## src/rtl/button_scan.sv

```systemverilog
// Five-button front end: 2-flop synchronisers, per-button debounce, press-edge
// detection with fixed priority, and auto-repeat for a single held direction key.

`ifndef BUTTON_NONE
`define BUTTON_NONE  5'b00000
`endif
`ifndef BUTTON_UP
`define BUTTON_UP    5'b00001
`endif
`ifndef BUTTON_DOWN
`define BUTTON_DOWN  5'b00010
`endif
`ifndef BUTTON_LEFT
`define BUTTON_LEFT  5'b00100
`endif
`ifndef BUTTON_RIGHT
`define BUTTON_RIGHT 5'b01000
`endif
`ifndef BUTTON_MID
`define BUTTON_MID   5'b10000
`endif

module button_scan #(
  parameter int unsigned DEBOUNCE_CYCLES = 1000000,
  parameter int unsigned REPEAT_DELAY    = 50000000,
  parameter int unsigned REPEAT_PERIOD   = 20000000
) (
  input  logic       clk,
  input  logic       rst_n,
  input  logic       btn_up_i,
  input  logic       btn_down_i,
  input  logic       btn_left_i,
  input  logic       btn_right_i,
  input  logic       btn_mid_i,
  output logic [4:0] button_o,
  output logic [4:0] held_o
);

  localparam int unsigned DB_W   = $clog2(DEBOUNCE_CYCLES + 1);
  localparam int unsigned RP_MAX = (REPEAT_DELAY > REPEAT_PERIOD) ? REPEAT_DELAY : REPEAT_PERIOD;
  localparam int unsigned RP_W   = $clog2(RP_MAX + 1);

  localparam logic [DB_W-1:0] DB_LAST     = DB_W'(DEBOUNCE_CYCLES - 1);
  localparam logic [RP_W-1:0] DELAY_LAST  = RP_W'(REPEAT_DELAY - 1);
  localparam logic [RP_W-1:0] PERIOD_LAST = RP_W'(REPEAT_PERIOD - 1);

  localparam logic [1:0] ST_IDLE   = 2'd0;
  localparam logic [1:0] ST_DELAY  = 2'd1;
  localparam logic [1:0] ST_REPEAT = 2'd2;

  logic [4:0]      w_raw;
  logic [4:0]      r_sync1;
  logic [4:0]      r_sync2;
  logic [4:0]      w_deb;
  logic [4:0]      r_held;
  logic [4:0]      w_press;
  logic [4:0]      w_win;
  logic            w_start;
  logic            w_exit;
  logic            w_fire;
  logic [1:0]      r_state;
  logic [RP_W-1:0] r_rep_cnt;
  logic [4:0]      r_key;
  logic [4:0]      r_button;

  assign w_raw = {btn_mid_i, btn_right_i, btn_left_i, btn_down_i, btn_up_i};

  always_ff @(posedge clk) begin
    if (!rst_n) begin
      r_sync1 <= '0;
      r_sync2 <= '0;
    end else begin
      r_sync1 <= w_raw;
      r_sync2 <= r_sync1;
    end
  end

  // Debounced level only moves after sync2 has disagreed with it for
  // DEBOUNCE_CYCLES consecutive samples; any agreement restarts the count.
  for (genvar g = 0; g < 5; g++) begin : g_debounce
    logic [DB_W-1:0] r_cnt;
    logic            r_lvl;

    always_ff @(posedge clk) begin
      if (!rst_n) begin
        r_cnt <= '0;
        r_lvl <= 1'b0;
      end else if (r_sync2[g] == r_lvl) begin
        r_cnt <= '0;
      end else if (r_cnt == DB_LAST) begin
        r_lvl <= r_sync2[g];
        r_cnt <= '0;
      end else begin
        r_cnt <= r_cnt + 1'b1;
      end
    end

    assign w_deb[g] = r_lvl;
  end

  always_ff @(posedge clk) begin
    if (!rst_n) begin
      r_held <= '0;
    end else begin
      r_held <= w_deb;
    end
  end

  assign w_press = w_deb & ~r_held;

  always_comb begin
    w_win = `BUTTON_NONE;
    if (w_press[4])      w_win = `BUTTON_MID;
    else if (w_press[0]) w_win = `BUTTON_UP;
    else if (w_press[1]) w_win = `BUTTON_DOWN;
    else if (w_press[2]) w_win = `BUTTON_LEFT;
    else if (w_press[3]) w_win = `BUTTON_RIGHT;
  end

  // Exit/start are judged on the level held_o takes at this edge, so a press
  // that breaks a repeat is both emitted and able to start a fresh one.
  assign w_start = (w_win != `BUTTON_NONE) && !w_win[4] && (w_deb == w_win);
  assign w_exit  = ((w_deb & r_key) == '0) || ((w_deb & ~r_key) != '0);
  assign w_fire  = !w_exit &&
                   (((r_state == ST_DELAY)  && (r_rep_cnt == DELAY_LAST)) ||
                    ((r_state == ST_REPEAT) && (r_rep_cnt == PERIOD_LAST)));

  always_ff @(posedge clk) begin
    if (!rst_n) begin
      r_state   <= ST_IDLE;
      r_rep_cnt <= '0;
      r_key     <= '0;
      r_button  <= `BUTTON_NONE;
    end else begin
      if (w_win != `BUTTON_NONE) r_button <= w_win;
      else if (w_fire)           r_button <= r_key;
      else                       r_button <= `BUTTON_NONE;

      if (w_start) begin
        r_key     <= w_win;
        r_rep_cnt <= '0;
        r_state   <= ST_DELAY;
      end else begin
        case (r_state)
          ST_DELAY: begin
            if (w_exit) begin
              r_state   <= ST_IDLE;
              r_rep_cnt <= '0;
              r_key     <= '0;
            end else if (r_rep_cnt == DELAY_LAST) begin
              r_state   <= ST_REPEAT;
              r_rep_cnt <= '0;
            end else begin
              r_rep_cnt <= r_rep_cnt + 1'b1;
            end
          end
          ST_REPEAT: begin
            if (w_exit) begin
              r_state   <= ST_IDLE;
              r_rep_cnt <= '0;
              r_key     <= '0;
            end else if (r_rep_cnt == PERIOD_LAST) begin
              r_rep_cnt <= '0;
            end else begin
              r_rep_cnt <= r_rep_cnt + 1'b1;
            end
          end
          default: begin
            r_state   <= ST_IDLE;
            r_rep_cnt <= '0;
          end
        endcase
      end
    end
  end

  assign button_o = r_button;
  assign held_o   = r_held;

endmodule

```

## config.mk

```make
export PLATFORM = sky130hd
export DESIGN_NAME = button_scan
export DESIGN_NICKNAME = d
export VERILOG_FILES = /design/src/rtl/button_scan.sv
export SDC_FILE = /design/constraint.sdc
export NUM_CORES = 1
export LEC_CHECK = 0
export BUFFER_PORTS_ARGS = -buffer_cell sky130_fd_sc_hd__buf_2
export CAP_MARGIN = 10
export CORE_ASPECT_RATIO = 1.1
export CORE_MARGIN = 2
export CORE_UTILIZATION = 45
export CTS_BUF_LIST = sky130_fd_sc_hd__clkbuf_4 sky130_fd_sc_hd__clkbuf_8
export DETAILED_ROUTE_END_ITERATION = 16
export SLEW_MARGIN = 20
export SYNTH_ARGS = -nofsm -noshare
export SYNTH_HDL_FRONTEND = slang
export SYNTH_SLANG_ARGS = --single-unit
```

## constraint.sdc

```tcl
create_clock -name clk -period 4.6 [get_ports clk]
set_input_delay 0.69 -clock clk [delete_from_list [all_inputs] [get_ports clk]]
set_output_delay 0.69 -clock clk [all_outputs]
set_load 0.01 [all_outputs]
```

==> run summary <==
Source-to-sink clock delay at the later pin of the worst-skew pair -> 450 ps
Post-route total power -> 2420 uW
Maximum number of pins on one net before global-route repair -> 26
Synthesized net count -> 783
Reg-to-reg startpoint -> r_rep_cnt[12]$_SDFF_PP0_
GR Overflow Total -> 0
Number of max-capacitance violations reported -> 0
F_max -> 373 MHz
Crit share post-route -> 0.584
Hold buffer count at CTS -> 0
Fillers -> 1411
Type of element capturing the critical path -> flop
H-tree levels -> 4
Overall die height -> 133 um
Starting utilization of the core area -> 0.455
Die area -> 16000 um2
DRC violation count after routing -> 0
Top cell type by total area after synthesis -> dfxtp_1
Launch instance of the worst min-delay path -> r_sync1[4]$_SDFF_PN0_
Number of gates resized after cts -> 0
Layout Skew -> 11.6 ps
Clock slew at the register clock pins of the worst setup and hold paths -> 80 ps
Shortest period the worst path allows -> 2680 ps
Average instance area after synthesis -> 8.81 um2
Number of antenna violations at the first check in global routing -> 0
Core footprint -> 14900 um2
I/O Pins -> 17
Reg2Reg Capture Point -> r_rep_cnt[2]$_SDFF_PP0_
Category of the critical setup timing path -> reg -> reg
TritonCTS clock tree -> done
Total leakage power -> 0.00233 uW
R2R cell count -> 5
Final design area excluding fillers -> 7400 um2
Leading cell type by number of instances after synthesis -> dfxtp_1
Worst setup margin -> 1920 ps
Path category of the worst min-delay check -> reg -> reg
Synth Cell Area -> 6760 um2
Number of DRC markers after the initial detailed-route iteration -> 219
Worst setup slack before clock tree synthesis -> 1910 ps
First-pass GRT wire length -> 22.1 mm
Maximum fanout along the worst path -> 25
Run status -> finished, final reports clean
Setup crit start kind -> flop
Number of warnings reported in the yosys synthesis log -> 0
Top-area cell type share of the netlist area -> 0.468
Post-synth EDFFs -> 0
Post-synth ARST share -> 0
Num CTS Buffers -> 17
Die width -> 121 um
Synth top cells by count -> 158 x dfxtp_1, 156 x nor2_1, 60 x xor2_1
Required time at the worst-slack endpoint -> 4900 ps
Top cells by area, synth -> dfxtp_1 47%, nor2_1 8.7%, xor2_1 7.8%
TritonCTS sink count -> 158
End point of the worst hold path -> r_sync2[4]$_SDFF_PN0_
Standard-cell row count -> 47
Transition at the pin with the smallest max-transition slack -> 956 ps
Setup slack of the worst register-to-register path -> 1920 ps
Count of input and output buffers -> 16
Share of layout cells above drive strength 1 -> 0.0642
Vias in the first global route -> 4828
Slew headroom -> 0.357
Cell count of the worst hold path -> 1
Diodes inserted -> 0
Count of mapped cells out of synthesis -> 768
Nets -> 797
RSZ-0062 raised after global routing -> no
Number of max-slew violations in the final report -> 0
Unique masters post-synth -> 40
Total Neg Setup Slack -> 0 ps
Final hold violations -> 0
Final setup fails -> 0
Critical path data arrival time -> 2990 ps
Sequential share of the synthesized area -> 0.468
Maximum root-to-sink buffer count -> 2
Synth Flop Type -> dfxtp_1
Post-route antenna net violation count -> 0
Max VDD drop -> 0.218 mV
Number of detailed-route iterations in the first pass -> 4
Via count of the routed design -> 5065
Routed vias/inst -> 5.11
PwrDens -> 328 nW/um2
Average wire per cell in the routed design -> 12.7 um
Area after detailed placement -> 7000 um2
Clk root buf -> clkbuf_8
Post-detailed-placement half-perimeter wirelength -> 8.74 mm
Wire length after detailed routing -> 12.6 mm
#FFs+latches synth -> 158
GR Util All Layers -> 0.168
Worst hold slack across all endpoints -> 433 ps
Signed area change from the synthesized netlist to the final layout -> 9.38%
Buffer count from post-CTS setup fixing -> 0
Final estimated routing congestion in global placement -> 0.881
## metal layers
layer / GRT usage / share of wire / vias up
met5: 0 / 0 / -
met4: 0.0652 / 0.0088 / 0
met3: 0.0466 / 0.037 / 7
met2: 0.271 / 0.48 / 73
met1: 0.212 / 0.48 / 2353
li1: - / - / 2632
## power breakdown
part           switching [uW]  total (uW)  internal [uW]
clock network             493        1030            534
logic                    15.9        22.9           6.95
registers                3.02        1370           1370
## critical path: stages, from the launching register on
cell and delay (ps):
dfxtp_1 430, or4b_1 440, or4_1 460, o41a_1 500
o2111ai_4 590, nor2_1 120
## metrics by stage
step                      utilization  std cells
after floorplan                     -        768
after global placement          0.470        959
after detailed placement        0.470        959
after CTS                       0.497        991
after global routing            0.497        991
final                           0.497        991
## final cells by class
class	count	area, um2	share of cell area
inverter	22	82.6	0.0112
clock inverter	10	113	0.0152
clock buffer	22	290	0.0392
sequential	158	3160	0.428
tap	196	245	0.0331
multi-input combinational	567	3420	0.463
timing repair buffer	16	80.1	0.0108
## layout by cell type (no fill, tap or decap), types with 6 or more instances in the layout
| cell type | synthesis | routed |
|---|---|---|
| nor2b_1 | 6 | 6 |
| nand4_1 | 28 | 28 |
| inv_1 | 22 | 22 |
| nor3_1 | 23 | 23 |
| and4_1 | 13 | 13 |
| nor2_1 | 156 | 156 |
| nand2_1 | 49 | 49 |
| nand3_1 | 54 | 54 |
| clkbuf_8 | 0 | 20 |
| and2_1 | 18 | 18 |
| and3_1 | 18 | 18 |
| nor4_1 | 16 | 16 |
| buf_2 | 0 | 16 |
| nor4b_1 | 7 | 7 |
| xnor2_1 | 59 | 59 |
| xor2_1 | 60 | 60 |
| dfxtp_1 | 158 | 158 |
| ha_1 | 8 | 8 |
| or3_1 | 8 | 8 |
## kinds of logic after synthesis
logic type | share of synthesized area
AND/OR/NAND/NOR | 0.301
flip-flops | 0.468
XOR/XNOR | 0.154
buffers and inverters | 0.0261
AO/OA/AOI/OAI | 0.0290
adder cells (fa/ha/maj) | 0.0148
multiplexers | 0.00740
## registers in the layout (all words and copies together) (netlist names)
| register | count |
|---|---|
| button_o | 5 |
| g_debounce.r_cnt | 100 |
| g_debounce.r_lvl | 5 |
| held_o | 5 |
| r_key | 5 |
| r_rep_cnt | 26 |
| r_state | 2 |
| r_sync1 | 5 |
| r_sync2 | 5 |
## how the worst max path moves through the flow
stage / depth (start not counted) / slack (ps) / start / endpoint
finish: 5 / 1920 / r_rep_cnt[12]$_SDFF_PP0_ / r_rep_cnt[2]$_SDFF_PP0_
global route: 5 / 1760 / r_rep_cnt[12]$_SDFF_PP0_ / r_rep_cnt[8]$_SDFF_PP0_
CTS: 5 / 1880 / r_rep_cnt[12]$_SDFF_PP0_ / r_rep_cnt[2]$_SDFF_PP0_
detailed placement: 5 / 1910 / r_rep_cnt[12]$_SDFF_PP0_ / r_rep_cnt[2]$_SDFF_PP0_
global placement: 5 / 2000 / r_rep_cnt[7]$_SDFF_PP0_ / r_rep_cnt[18]$_SDFF_PP0_
floorplan: 6 / 2300 / r_rep_cnt[7]$_SDFF_PP0_ / r_rep_cnt[11]$_SDFF_PP0_
(Power assumes the default switching activity.)
